File: src/rtl/lfsr_count_decoder_if.sv
// lfsr_count_decoder_if
//   Handshake bundle between the counter snapshot (master) and the
//   LFSR position decoder (slave).
//   Input channel : in_valid, in_ready, in_code[5:0], in_upper[UPPER_W-1:0]
//   Output channel: out_valid, out_ready, out_idx[5:0],
//                   out_value[UPPER_W+5:0], out_err
//   master : drives the input channel and out_ready, observes results.
//   slave  : the decoder side.
interface lfsr_count_decoder_if #(
   parameter int unsigned UPPER_W = 58
);
   logic                 in_valid;
   logic                 in_ready;
   logic [5:0]           in_code;
   logic [UPPER_W-1:0]   in_upper;
   logic                 out_valid;
   logic                 out_ready;
   logic [5:0]           out_idx;
   logic [UPPER_W+5:0]   out_value;
   logic                 out_err;

   modport master (
      output in_valid, in_code, in_upper, out_ready,
      input  in_ready, out_valid, out_idx, out_value, out_err
   );

   modport slave (
      input  in_valid, in_code, in_upper, out_ready,
      output in_ready, out_valid, out_idx, out_value, out_err
   );
endinterface

File: src/rtl/lfsr_count_decoder.sv
// lfsr_count_decoder
//   Converts a hybrid counter word ({binary upper field, 6-bit LFSR low
//   field}) into a plain binary position:
//      out_value = in_upper*63 + index(in_code)
//   The LFSR is x^6+x^5+1, seed 6'h3F at index 0, period 63.
//   Step: q0'=q5, q1'=q0, q2'=q1, q3'=q2, q4'=q3, q5'=q4^q5.
//
//   Ports:
//     clk   - clock, rising edge
//     nrst  - asynchronous active-low reset
//     bus   - lfsr_count_decoder_if.slave (valid/ready in and out channels)
//
//   Configuration:
//     LFSR_DEC_LUT_EN - when defined, the iterative walker is replaced by a
//                       combinational code->index lookup; every code then
//                       completes one cycle after accept. Undefined (default)
//                       gives the walker with index+1 cycles of latency.
//
//   Flow: IDLE accepts a word, SEARCH resolves the index, DONE holds the
//   registered result until out_ready. in_ready is decoded from state; all
//   other outputs are registered.
module lfsr_count_decoder #(
   parameter int unsigned UPPER_W = 58
) (
   input  logic                 clk,
   input  logic                 nrst,
   lfsr_count_decoder_if.slave  bus
);

   localparam int unsigned VW = UPPER_W + 6;
   localparam logic [5:0]  SEED = 6'h3F;

   typedef enum logic [1:0] {
      ST_IDLE   = 2'd0,
      ST_SEARCH = 2'd1,
      ST_DONE   = 2'd2
   } state_e;

   state_e             state_q, state_d;
   logic [5:0]         code_q, code_d;
   logic [UPPER_W-1:0] upper_q, upper_d;
   logic               valid_q, valid_d;
   logic [5:0]         idx_q, idx_d;
   logic [VW-1:0]      value_q, value_d;
   logic               err_q, err_d;
`ifndef LFSR_DEC_LUT_EN
   logic [5:0]         walker_q, walker_d;
   logic [5:0]         cnt_q, cnt_d;
`endif

   // One LFSR step, bit order {q5..q0}.
   function automatic logic [5:0] lfsr_step(input logic [5:0] s);
      return {s[4] ^ s[5], s[3:0], s[5]};
   endfunction

   // upper*63 + idx as (upper<<6) - upper + idx at full output width;
   // the maximum upper plus idx 62 still fits in UPPER_W+6 bits.
   function automatic logic [VW-1:0] compose(input logic [UPPER_W-1:0] up,
                                             input logic [5:0] idx);
      logic [VW-1:0] wide;
      wide = {6'b0, up};
      return (wide << 6) - wide + {{UPPER_W{1'b0}}, idx};
   endfunction

`ifdef LFSR_DEC_LUT_EN
   // Unrolled walk of the whole sequence; folds into a 63-entry table.
   function automatic logic [5:0] lut_index(input logic [5:0] code);
      logic [5:0] w;
      logic [5:0] idx;
      w   = SEED;
      idx = '0;
      for (int unsigned k = 0; k < 63; k++) begin
         if (w == code) idx = 6'(k);
         w = lfsr_step(w);
      end
      return idx;
   endfunction
`endif

   always_comb begin
      state_d  = state_q;
      code_d   = code_q;
      upper_d  = upper_q;
      valid_d  = valid_q;
      idx_d    = idx_q;
      value_d  = value_q;
      err_d    = err_q;
`ifndef LFSR_DEC_LUT_EN
      walker_d = walker_q;
      cnt_d    = cnt_q;
`endif

      case (state_q)
         ST_IDLE: begin
            if (bus.in_valid) begin
               code_d   = bus.in_code;
               upper_d  = bus.in_upper;
`ifndef LFSR_DEC_LUT_EN
               walker_d = SEED;
               cnt_d    = '0;
`endif
               state_d  = ST_SEARCH;
            end
         end

         ST_SEARCH: begin
            if (code_q == 6'h00) begin
               // Lock-up state never appears in the sequence; flag it
               // immediately rather than walking a full period.
               err_d   = 1'b1;
               idx_d   = '0;
               value_d = '0;
               valid_d = 1'b1;
               state_d = ST_DONE;
            end
`ifdef LFSR_DEC_LUT_EN
            else begin
               err_d   = 1'b0;
               idx_d   = lut_index(code_q);
               value_d = compose(upper_q, lut_index(code_q));
               valid_d = 1'b1;
               state_d = ST_DONE;
            end
`else
            else if (walker_q == code_q) begin
               err_d   = 1'b0;
               idx_d   = cnt_q;
               value_d = compose(upper_q, cnt_q);
               valid_d = 1'b1;
               state_d = ST_DONE;
            end else begin
               walker_d = lfsr_step(walker_q);
               cnt_d    = cnt_q + 6'd1;
            end
`endif
         end

         ST_DONE: begin
            if (bus.out_ready) begin
               valid_d = 1'b0;
               state_d = ST_IDLE;
            end
         end

         default: begin
            valid_d = 1'b0;
            state_d = ST_IDLE;
         end
      endcase
   end

   always_ff @(posedge clk or negedge nrst) begin
      if (!nrst) begin
         state_q  <= ST_IDLE;
         code_q   <= '0;
         upper_q  <= '0;
         valid_q  <= 1'b0;
         idx_q    <= '0;
         value_q  <= '0;
         err_q    <= 1'b0;
`ifndef LFSR_DEC_LUT_EN
         walker_q <= SEED;
         cnt_q    <= '0;
`endif
      end else begin
         state_q  <= state_d;
         code_q   <= code_d;
         upper_q  <= upper_d;
         valid_q  <= valid_d;
         idx_q    <= idx_d;
         value_q  <= value_d;
         err_q    <= err_d;
`ifndef LFSR_DEC_LUT_EN
         walker_q <= walker_d;
         cnt_q    <= cnt_d;
`endif
      end
   end

   assign bus.in_ready  = (state_q == ST_IDLE);
   assign bus.out_valid = valid_q;
   assign bus.out_idx   = idx_q;
   assign bus.out_value = value_q;
   assign bus.out_err   = err_q;

endmodule

File: src/flat_wrapper.sv
// flat-port wrapper written by rule: the top's interface ports become plain ports
module lfsr_count_decoder_flat 
#(
   parameter int unsigned UPPER_W = 58
)
  (clk, nrst, bus_in_valid, bus_in_code, bus_in_upper, bus_out_ready, bus_in_ready, bus_out_valid, bus_out_idx, bus_out_value, bus_out_err);
  lfsr_count_decoder_if #(.UPPER_W(UPPER_W)) bus_i ();
  input  logic clk;
  input  logic nrst;
  input wire logic [$bits(bus_i.in_valid)-1:0] bus_in_valid;
  input wire logic [$bits(bus_i.in_code)-1:0] bus_in_code;
  input wire logic [$bits(bus_i.in_upper)-1:0] bus_in_upper;
  input wire logic [$bits(bus_i.out_ready)-1:0] bus_out_ready;
  output wire logic [$bits(bus_i.in_ready)-1:0] bus_in_ready;
  output wire logic [$bits(bus_i.out_valid)-1:0] bus_out_valid;
  output wire logic [$bits(bus_i.out_idx)-1:0] bus_out_idx;
  output wire logic [$bits(bus_i.out_value)-1:0] bus_out_value;
  output wire logic [$bits(bus_i.out_err)-1:0] bus_out_err;
  assign bus_i.in_valid = bus_in_valid;
  assign bus_i.in_code = bus_in_code;
  assign bus_i.in_upper = bus_in_upper;
  assign bus_i.out_ready = bus_out_ready;
  assign bus_in_ready = bus_i.in_ready;
  assign bus_out_valid = bus_i.out_valid;
  assign bus_out_idx = bus_i.out_idx;
  assign bus_out_value = bus_i.out_value;
  assign bus_out_err = bus_i.out_err;
  lfsr_count_decoder #(.UPPER_W(UPPER_W)) u_core (.clk(clk), .nrst(nrst), .bus(bus_i));
endmodule
File: config.mk
export PLATFORM = sky130hd
export DESIGN_NAME = lfsr_count_decoder_flat
export DESIGN_NICKNAME = d
export VERILOG_FILES = /design/src/rtl/lfsr_count_decoder_if.sv /design/src/rtl/lfsr_count_decoder.sv /design/src/flat_wrapper.sv
export SDC_FILE = /design/constraint.sdc
export NUM_CORES = 1
export LEC_CHECK = 0
export BUFFER_PORTS_ARGS = -buffer_cell sky130_fd_sc_hd__buf_2
export CAP_MARGIN = 20
export CORE_MARGIN = 4
export CORE_UTILIZATION = 58
export DETAILED_ROUTE_END_ITERATION = 10
export PLACE_DENSITY = 0.81
export SYNTH_ARGS = -nofsm -noshare
export SYNTH_HDL_FRONTEND = slang
export SYNTH_SLANG_ARGS = --single-unit
File: constraint.sdc
create_clock -name clk -period 3.15 [get_ports clk]
set_input_delay 0.315 -clock clk [delete_from_list [all_inputs] [get_ports clk]]
set_output_delay 0.315 -clock clk [all_outputs]
set_load 0.01 [all_outputs]
==> out/results.ini, run 1 <==
[final_layout]
fin_cells=1460
antenna_cells=0
final_area_um2=10900
area_growth_pct=17.4
post-route-util_pct=69.1
fin_nets=1359
layout_common_cells=nand2_1 (206), o21ai_0 (147), dfrtp_1 (144)
drive_gt1_share_pct=17.9
final_common_cell=nand2_1

[worst_hold_path]
hold_depth=3
whs_endpoint=u_core.code_q[2]$_DFFE_PN0P_
hp-start=bus_in_code[2]
hold_path.class=primary input to flop

[flow_run]
max-cap-violations=0

[global_routing]
grt_antenna_before_repair=0
grt_pass1_vias=8371
grt_max_degree=83
grt_usage_pct=29.3
grt_overflow=0
grt_pass1_wl_um=42700

[detailed_routing]
drc=0
routed_via_density=5.91
wl_per_cell_um=17.9
via_count=8631
drtAntennaViolNets=0
first_iter_violations=872
drt-pass1-iter-count=5
wirelength_um=26100

[die]
die_h_um=135
fp-row-count=46
io-pin-count=141
initial_core_util_pct=58.9
die-area_um2=18200
die_x_um=135
core_um2=15800

[synthesis]
synth_top_cell_by_area=dfrtp_1
synth_ff_type=dfrtp_1
syn_nets=1230
synth_area_um2=9320
ys_warn_count=0
synth.avg_cell_area_um2=8.46
synth_cell_types=70
synthArstFlopShare_pct=100
synth_cells=1102
synth_top_cell_area_share_pct=38.7
synth_area_leaders=dfrtp_1 (39%), nand2_1 (8.3%), o21ai_0 (8.1%)
yosys_register_bits=150
yosysSeqAreaShare_pct=40.4
synth_enable_flop_cells=0

[clock_network]
cts_sinks=150
htree_levels=4
cts_tree=built
clock_latency_ns=0.44
clock_path_buffers=2
numCtsBuffers=17
clk_pin_slew_worst_paths_ns=0.07
root_buffer=clkbuf_16

[sta]
rsz0062_at_grt=true
relSlewSlack_pct=47.1
drv_slew=0
tightest_slew_ns=0.793
worst_slack_ns=0.0982
clock_skew_ns=0.0109
fin_crit_sh_pct=96.9
hold_viol=0
max_clock_freq_mhz=328
setup_violations=0
min_period_ns=3.05

[status]
outcome=complete, no violations

[critical_path]
crit_start=u_core.cnt_q[0]$_DFFE_PN0P_
timing.rr.end=u_core.bus.out_value[46]$_DFFE_PN0P_
ff2ff_setup_slack_ns=0.1
r2r_start=u_core.cnt_q[0]$_DFFE_PN0P_
critPathKind=flop to flop
crit_required_ns=3.46
startpoint_type=flop
setup.worst_path.end_class=flop
arrival_ns=3.36
reg2reg_depth=12
critPathMaxFanout=4

[placement]
dp_slack_ns=0.0523
dpl_cell_area_um2=10300
placedCellCount=1427
dpl.hpwl_um=19300
gp_congestion=0.953
port-buffer-count=140

==> synthesized netlist by cell type (2+ instances only) <==
library cell  instances
a211oi_1              7
a21boi_0              2
a21o_1               28
a21oi_1              67
a21oi_2               3
a22o_1                2
a22oi_1               2
a31oi_1              13
and2_1                4
and3_1               12
and4_1                5
buf_1                 2
buf_2                10
clkbuf_1             38
dfrtp_1             144
dfstp_2               6
ha_1                 59
inv_1                67
mux2i_1               2
nand2_1             207
nand2b_1              7
nand3_1              11
nand4_1              21
nor2_1               52
nor2b_1              11
nor3_1               11
nor4_1                4
o211ai_1              5
o21a_1               10
o21ai_0             150
o21ai_1               3
o21bai_1              9
o221ai_1              2
o311ai_0              2
o31a_1                2
o31ai_1              21
o41ai_1               3
or3_1                 4
xnor2_1              36
xor2_1               28
==> layout make-up <==
type	count	area, um^2
repair buffers	161	892
multi-input cells	834	5150
well taps	216	270
clock buffers	17	425
inverters	67	251
clock inverters	15	191
fillers	1293	4890
flip-flops and latches	150	3760
==> how the worst max path moves through the flow <==
| stage | to | slack (ns) |
|---|---|---|
| floorplan | u_core.bus.out_value[40]$_DFFE_PN0P_ | 0.45 |
| global placement | u_core.bus.out_value[40]$_DFFE_PN0P_ | 0.24 |
| detailed placement | u_core.bus.out_value[40]$_DFFE_PN0P_ | 0.05 |
| CTS | u_core.bus.out_value[40]$_DFFE_PN0P_ | 0.02 |
| global route | u_core.bus.out_value[46]$_DFFE_PN0P_ | -0.03 |
| finish | u_core.bus.out_value[46]$_DFFE_PN0P_ | 0.1 |
==> registers in the layout, summed over array words and instances (netlist names) <==
signal                cells
u_core.upper_q           58
u_core.bus.out_valid      1
u_core.bus.out_err        1
u_core.bus.out_idx        6
u_core.bus.out_value     64
u_core.cnt_q              6
u_core.walker_q           6
u_core.state_q            2
u_core.code_q             6
==> through the flow <==
stage                     hold WS (ns)  TNS [ns]
after floorplan                 0.0194         0
final                           0.0641         0
after global placement           0.410         0
after global routing            0.0676   -0.0342
after detailed placement         0.427         0
after CTS                       0.0591         0
==> layer usage <==
| layer | part of all wire, % | global-route usage [%] | vias to the layer above |
|---|---|---|---|
| met5 | 0 | 0 | - |
| met4 | 2.4 | 10.5 | 0 |
| met3 | 6.1 | 4.10 | 62 |
| met2 | 47 | 47.1 | 374 |
| met1 | 44 | 41.1 | 4068 |
| li1 | - | - | 4127 |
==> worst max-delay path, stage by stage (launching register included) <==
cell and delay (ns):
dfrtp_1 0.43, inv_1 0.12, ha_1 0.19, fa_1 0.22, nor2b_2 0.06, o31a_1 0.27, o2111ai_2 0.29, a21oi_4 0.12
o31ai_1 0.53, o21bai_1 0.19, a21oi_1 0.20, xnor2_1 0.18, o21ai_0 0.10
==> cells by family after synthesis <==
kind of cell	count (synthesis)	share of synthesized area [%]
compound gates	351	23.3
xor+xnor	64	6.02
fa+ha+maj	60	8.14
buf+inv	118	4.93
flops	150	40.4
mux	3	0.336
simple gates	356	16.9
==> timing repair <==
item / in CTS / in global routing
buffers inserted: 0 / 0
hold buffers: 1 / 0
hold endpoints to repair: 76 / 0
resized for setup: 0 / 12
setup endpoints to repair: 0 / 13
Power of run 1 is not shown: default switching activity piles up to over one toggle a cycle in this logic, so the estimate is an artifact.
==> inputs of run 2 (changes only) <==
--- a/config.mk
+++ b/config.mk
@@ -7,10 +7,12 @@
 export LEC_CHECK = 0
 export BUFFER_PORTS_ARGS = -buffer_cell sky130_fd_sc_hd__buf_2
 export CAP_MARGIN = 20
+export CORE_ASPECT_RATIO = 1.1
 export CORE_MARGIN = 4
 export CORE_UTILIZATION = 58
 export DETAILED_ROUTE_END_ITERATION = 10
 export PLACE_DENSITY = 0.81
+export SLEW_MARGIN = 40
 export SYNTH_ARGS = -nofsm -noshare
 export SYNTH_HDL_FRONTEND = slang
 export SYNTH_SLANG_ARGS = --single-unit
==> run 2 against run 1 <==
Compared with the run above: critical path depth is 2 lower; cell count shrank 1.1%; first-iteration DRC count fell by 12%; via count fell by 0.48%; critical endpoint is now u_core.bus.out_value[32]$_DFFE_PN0P_.
==> out/results.ini, run 2 (same netlist as run 1, synthesis figures left out) <==
[placement]
gp_congestion=0.945  ; was 0.953
dpl.hpwl_um=19100  ; was 19300 um
port-buffer-count=140  ; unchanged
dpl_cell_area_um2=10300  ; about the same

[sta]
max_clock_freq_mhz=337  ; was 328 MHz
setup_violations=0  ; unchanged
min_period_ns=2.97  ; was 3.05 ns
tightest_slew_ns=0.655  ; was 0.793 ns
rsz0062_at_grt=false  ; was true
drv_slew=0  ; unchanged
hold_viol=0  ; unchanged
clock_skew_ns=0.0102  ; was 0.0109 ns
relSlewSlack_pct=56.0  ; was 47.1%
fin_crit_sh_pct=94.2  ; was 96.9%
fin_setup_tns_ns=0  ; unchanged

[final_layout]
drive_gt1_share_pct=17.4  ; was 17.9%
num-fill-cells=1259  ; was 1293
largest_reg_flops=64  ; unchanged
antenna_cells=0  ; unchanged
final_area_um2=10900  ; about the same
final_common_cell=nand2_1  ; unchanged
fin_nets=1359  ; unchanged
layout_common_cells=nand2_1 (206), o21ai_0 (149), dfrtp_1 (144)  ; was nand2_1 (206), o21ai_0 (147), dfrtp_1 (144)
area_growth_pct=16.7  ; was 17.4%

[global_routing]
grt_overflow=0  ; unchanged
grt_max_degree=71  ; was 83
grt_pass1_vias=8433  ; was 8371
grt_pass1_wl_um=42100  ; was 42700 um
grt_usage_pct=28.9  ; was 29.3%
grt_antenna_before_repair=0  ; unchanged

[critical_path]
startpoint_type=flop  ; unchanged
critPathMaxFanout=7  ; was 4
crit_top_cell=o21ai_0
critical_path.slowest_cell=nor3_1  ; was o31ai_1
slowest_delay_ns=0.56  ; was 0.53 ns
critical-path-top-delay-family=compound AO/OA/AOI/OAI gates  ; unchanged
crit_chain=inv_1 > ha_1 > a21o_1 > a31o_1 > a21oi_2 > o221ai_2 > nor3_1 > o21ai_0 > xnor2_1 > o21ai_0  ; was inv_1 > ha_1 > fa_1 > nor2b_2 > o31a_1 > o2111ai_2 > a21oi_4 > o31ai_1 > o21bai_1 > a21oi_1 > xnor2_1 > o21ai_0
crit_required_ns=3.45  ; was 3.46 ns
path_depth=10  ; was 12
critPathKind=flop to flop  ; unchanged
setup.worst_path.end_class=flop  ; unchanged
arrival_ns=3.26  ; was 3.36 ns
reg2reg_depth=10  ; was 12
critical_path_buf_inv_count=1  ; unchanged

[detailed_routing]
drc=0  ; unchanged
via_count=8590  ; was 8631
drt-pass1-iter-count=9  ; was 5
drtAntennaViolNets=0  ; unchanged
wl_per_cell_um=17.8  ; was 17.9 um
routed_via_density=5.95  ; was 5.91
wirelength_um=25700  ; was 26100 um
first_iter_violations=770  ; was 872

[die]
die_h_um=141  ; was 135 um
fp-row-count=48  ; was 46
die-area_um2=18200  ; about the same
die_x_um=129  ; was 135 um
core_um2=15700  ; was 15800 um^2
initial_core_util_pct=59.2  ; was 58.9%
io-pin-count=141  ; unchanged

[worst_hold_path]
hold_depth=3  ; unchanged
hold_path.class=primary input to flop  ; unchanged

[clock_network]
htree_levels=4  ; unchanged
cts_sinks=150  ; unchanged
clk_pin_slew_worst_paths_ns=0.06  ; was 0.07 ns
cts_tree=built  ; unchanged
postCtsSetupBuffers=0  ; unchanged
clock_path_buffers=2  ; unchanged
root_buffer=clkbuf_16  ; unchanged
numCtsBuffers=17  ; unchanged
clock_latency_ns=0.43  ; was 0.44 ns

[flow_run]
max-cap-violations=0  ; unchanged

[status]
outcome=complete, no violations  ; unchanged

-- run 2: cell count changes in the layout (fill, tap and decap cells not counted), sizes merged --
cell / previous run / this run
clkbuf: 17 / 21
inv: 73 / 70
bufinv: 3 / 2
-- run 2: area by class of cell --
cell class | instances | area, um^2 | area share, %
repair buffers | 161 | 892 | 8.21
clock buffers | 21 | 440 | 4.05
inverters | 67 | 251 | 2.31
multi-input cells | 834 | 5150 | 47.4
flip-flops and latches | 150 | 3760 | 34.6
well taps | 200 | 250 | 2.30
clock inverters | 11 | 126 | 1.16
-- run 2: per-stage QoR --
step | hold WS (ns) | util [%] | worst slack (ns) | instances
after global placement | 0.286 | 65.2 | 0.209 | 1411
after global routing | 0.0673 | 69.1 | 0.00500 | 1444
after detailed placement | 0.290 | 65.2 | 0.110 | 1411
after CTS | 0.0644 | 68.8 | 0.0841 | 1444
after floorplan | 0.0194 | - | 0.452 | 1102
final | 0.0697 | 69.1 | 0.182 | 1444
-- run 2: worst register-to-register path: stages (launching register included) --
cell	delay, ns
dfrtp_1	0.35
inv_1	0.06
ha_1	0.36
a21o_1	0.20
a31o_1	0.27
a21oi_2	0.20
o221ai_2	0.19
nor3_1	0.56
o21ai_0	0.29
xnor2_1	0.24
o21ai_0	0.10
-- run 2: path summary, 6_finish.rpt --
path	end	startpoint	slack, ns
hold reg to reg	u_core.bus.out_value[59]$_DFFE_PN0P_	u_core.bus.out_value[59]$_DFFE_PN0P_	0.47
max in group asynchronous	u_core.upper_q[11]$_DFFE_PN0P_	nrst	1.96
setup / recovery	u_core.bus.out_value[32]$_DFFE_PN0P_	u_core.upper_q[15]$_DFFE_PN0P_	0.18
setup reg to reg	u_core.bus.out_value[32]$_DFFE_PN0P_	u_core.upper_q[15]$_DFFE_PN0P_	0.18
hold / removal	u_core.code_q[5]$_DFFE_PN0P_	bus_in_code[5]	0.07
min in group asynchronous	u_core.bus.out_value[46]$_DFFE_PN0P_	nrst	0.40
-- run 2: repair_timing --
action,CTS,global route
gates resized for setup,0,10
hold buffers,1,0
endpoints found under the hold margin,47,0
endpoints found under the setup margin,0,10
-- run 2: layer usage --
metal | wire [um] | vias up | GRT usage (%)
li1 | - | 4129 | -
met1 | 10900 | 4045 | 38.5
met2 | 12300 | 350 | 46.4
met4 | 865 | 0 | 12.4
met3 | 1580 | 66 | 5.00
met5 | 0 | - | 0
Power of run 2 is left out for the same reason.
==> inputs of run 3 (changes only) <==
--- a/config.mk
+++ b/config.mk
@@ -5,9 +5,9 @@
 export SDC_FILE = /design/constraint.sdc
 export NUM_CORES = 1
 export LEC_CHECK = 0
-export BUFFER_PORTS_ARGS = -buffer_cell sky130_fd_sc_hd__buf_2
+export BUFFER_PORTS_ARGS = -buffer_cell sky130_fd_sc_hd__buf_4
 export CAP_MARGIN = 20
-export CORE_ASPECT_RATIO = 1.1
+export CORE_ASPECT_RATIO = 0.8
 export CORE_MARGIN = 4
 export CORE_UTILIZATION = 58
 export DETAILED_ROUTE_END_ITERATION = 10
==> run 3 against run 2 <==
Compared with the run above: sequential share of layout area shrank 1.4 points; setup slack lost 0.088 ns; hold slack gained 0.0062 ns; global-route usage grew 1.1 points; critical path depth grew 2; critical endpoint is now u_core.bus.out_value[46]$_DFFE_PN0P_.
==> out/results.ini, run 3 (same netlist as run 1, synthesis figures left out) <==
[status]
outcome=complete, no violations  ; unchanged

[die]
fp-row-count=41  ; was 48
die-area_um2=18200  ; about the same
io-pin-count=141  ; unchanged
die_h_um=121  ; was 141 um
initial_core_util_pct=59.2  ; about the same
die_x_um=150  ; was 129 um
core_um2=15700  ; about the same

[sta]
max_clock_freq_mhz=327  ; was 337 MHz
setup_violations=0  ; unchanged
rsz0062_at_grt=true  ; was false
finalHoldWorstSlack_ns=0.0758  ; was 0.0697 ns
fin_setup_tns_ns=0  ; unchanged
fin_crit_sh_pct=97.0  ; was 94.2%
tightest_slew_ns=0.586  ; was 0.655 ns
worst_slack_ns=0.0938  ; was 0.182 ns
relSlewSlack_pct=60.8  ; was 56.0%
hold_viol=0  ; unchanged
min_period_ns=3.06  ; was 2.97 ns
clock_skew_ns=0.00926  ; was 0.0102 ns
drv_slew=0  ; unchanged

[critical_path]
critPathKind=flop to flop  ; unchanged
ff2ff_setup_slack_ns=0.09  ; was 0.18 ns
setup.worst_path.end_class=flop  ; unchanged
crit_chain=inv_1 > ha_1 > fa_1 > nor2b_2 > o31a_1 > o2111ai_2 > a21oi_4 > o31ai_1 > o21bai_1 > a21oi_1 > xnor2_1 > o21ai_0  ; was inv_1 > ha_1 > a21o_1 > a31o_1 > a21oi_2 > o221ai_2 > nor3_1 > o21ai_0 > xnor2_1 > o21ai_0
reg2reg_depth=12  ; was 10
critical_path.slowest_cell=o31ai_1  ; was nor3_1
crit_required_ns=3.45  ; about the same
r2r_start=u_core.cnt_q[0]$_DFFE_PN0P_  ; was u_core.upper_q[15]$_DFFE_PN0P_
startpoint_type=flop  ; unchanged
critPathMaxFanout=4  ; was 7
timing.rr.end=u_core.bus.out_value[46]$_DFFE_PN0P_  ; was u_core.bus.out_value[32]$_DFFE_PN0P_
slowest_delay_ns=0.50  ; was 0.56 ns
arrival_ns=3.36  ; was 3.26 ns

[detailed_routing]
via_count=8691  ; was 8590
wl_per_cell_um=18.3  ; was 17.8 um
wirelength_um=26700  ; was 25700 um
routed_via_density=5.94  ; was 5.95
drt-pass1-iter-count=6  ; was 9
drc=0  ; unchanged
drtAntennaViolNets=0  ; unchanged
first_iter_violations=819  ; was 770

[final_layout]
final_common_cell=nand2_1  ; unchanged
layout_common_cells=nand2_1 (206), buf_4 (160), o21ai_0 (149)  ; was nand2_1 (206), o21ai_0 (149), dfrtp_1 (144)
area_growth_pct=21.5  ; was 16.7%
drive_gt1_share_pct=17.9  ; was 17.4%
antenna_cells=0  ; unchanged
largest_reg_flops=64  ; unchanged
num-fill-cells=1247  ; was 1259
fin_nets=1362  ; was 1359

[global_routing]
grt_max_degree=127  ; was 71
grt_pass1_wl_um=43200  ; was 42100 um
grt_antenna_before_repair=0  ; unchanged
grt_usage_pct=30.0  ; was 28.9%
grt_overflow=0  ; unchanged
grt_pass1_vias=8376  ; was 8433

[flow_run]
max-cap-violations=0  ; unchanged

[clock_network]
cts_tree=built  ; unchanged
clock_latency_ns=0.43  ; about the same
clock_path_buffers=2  ; unchanged
cts_sinks=150  ; unchanged
clk_pin_slew_worst_paths_ns=0.06  ; about the same
numCtsBuffers=17  ; unchanged
root_buffer=clkbuf_16  ; unchanged
htree_levels=4  ; unchanged

[worst_hold_path]
hold_depth=3  ; unchanged
hold_path.class=primary input to flop  ; unchanged
hp-start=bus_in_code[3]  ; was bus_in_code[5]
whs_endpoint=u_core.code_q[3]$_DFFE_PN0P_  ; was u_core.code_q[5]$_DFFE_PN0P_

[placement]
port-buffer-count=140  ; unchanged
gp_congestion=0.996  ; was 0.945
dpl.hpwl_um=19700  ; was 19100 um
dp_slack_ns=0.0944  ; was 0.110 ns

[run 3: changes by cell type in the layout (fill, tap and decap cells not counted), moves of 2 or more]
cell        delta
clkinvlp_4     -3
clkinv_4       +2
bufinv_16      +2
buf_4        +142
buf_2        -139
clkbuf_1       -4
[run 3: area by class of cell]
class                   count  area (um^2)  share of cell area, %
well taps                 215          269                   2.38
clock inverters            14          195                   1.72
multi-input cells         834         5140                   45.4
repair buffers            164         1270                   11.2
inverters                  67          251                   2.22
clock buffers              18          439                   3.88
flip-flops and latches    150         3760                   33.2
[run 3: timing repair]
action	4_1_cts	5_1_grt
setup buffers	0	1
hold buffers	1	0
endpoints found under the setup margin	0	14
endpoints found under the hold margin	65	0
gates resized for setup	0	8
[run 3: worst max-delay path: cells and delay by family, from the launching register on]
kind                       cells  cell delay (ns)
xor gates and xnor gates       1             0.16
AOI/OAI and AO/OA              7             1.72
adders and majority gates      2             0.45
and+or+nand+nor                1             0.07
DFF                            1             0.40
buffers and inverters          1             0.12
[run 3: worst max-delay path by stage]
stage	startpoint	end	slack [ns]	cells after the start
2_1_floorplan	u_core.cnt_q[0]$_DFFE_PN0P_	u_core.bus.out_value[40]$_DFFE_PN0P_	0.45	12
3_3_place_gp	u_core.upper_q[15]$_DFFE_PN0P_	u_core.bus.out_value[48]$_DFFE_PN0P_	0.10	11
3_5_place_dp	u_core.cnt_q[0]$_DFFE_PN0P_	u_core.bus.out_value[48]$_DFFE_PN0P_	0.09	12
4_1_cts	u_core.cnt_q[0]$_DFFE_PN0P_	u_core.bus.out_value[48]$_DFFE_PN0P_	0.02	12
5_1_grt	u_core.upper_q[15]$_DFFE_PN0P_	u_core.bus.out_value[46]$_DFFE_PN0P_	-0.05	11
6_report	u_core.cnt_q[0]$_DFFE_PN0P_	u_core.bus.out_value[46]$_DFFE_PN0P_	0.09	12
[run 3: per-stage QoR]
step | area, um^2 | utilization, % | instances
floorplan | 9320 | - | 1102
global placement | 10600 | 67.4 | 1427
detailed placement | 10600 | 67.4 | 1427
CTS | 11300 | 71.5 | 1460
global route | 11300 | 71.9 | 1462
finish | 11300 | 71.9 | 1462
[run 3: per-layer routing]
| layer | vias to the layer above | GRT usage (%) | share of wire [%] |
|---|---|---|---|
| li1 | 4116 | - | - |
| met1 | 4124 | 43.9 | 44 |
| met2 | 412 | 45.9 | 45 |
| met3 | 39 | 7.32 | 9.4 |
| met4 | 0 | 5.49 | 1.4 |
| met5 | - | 0 | 0 |
Power of run 3 is left out for the same reason.
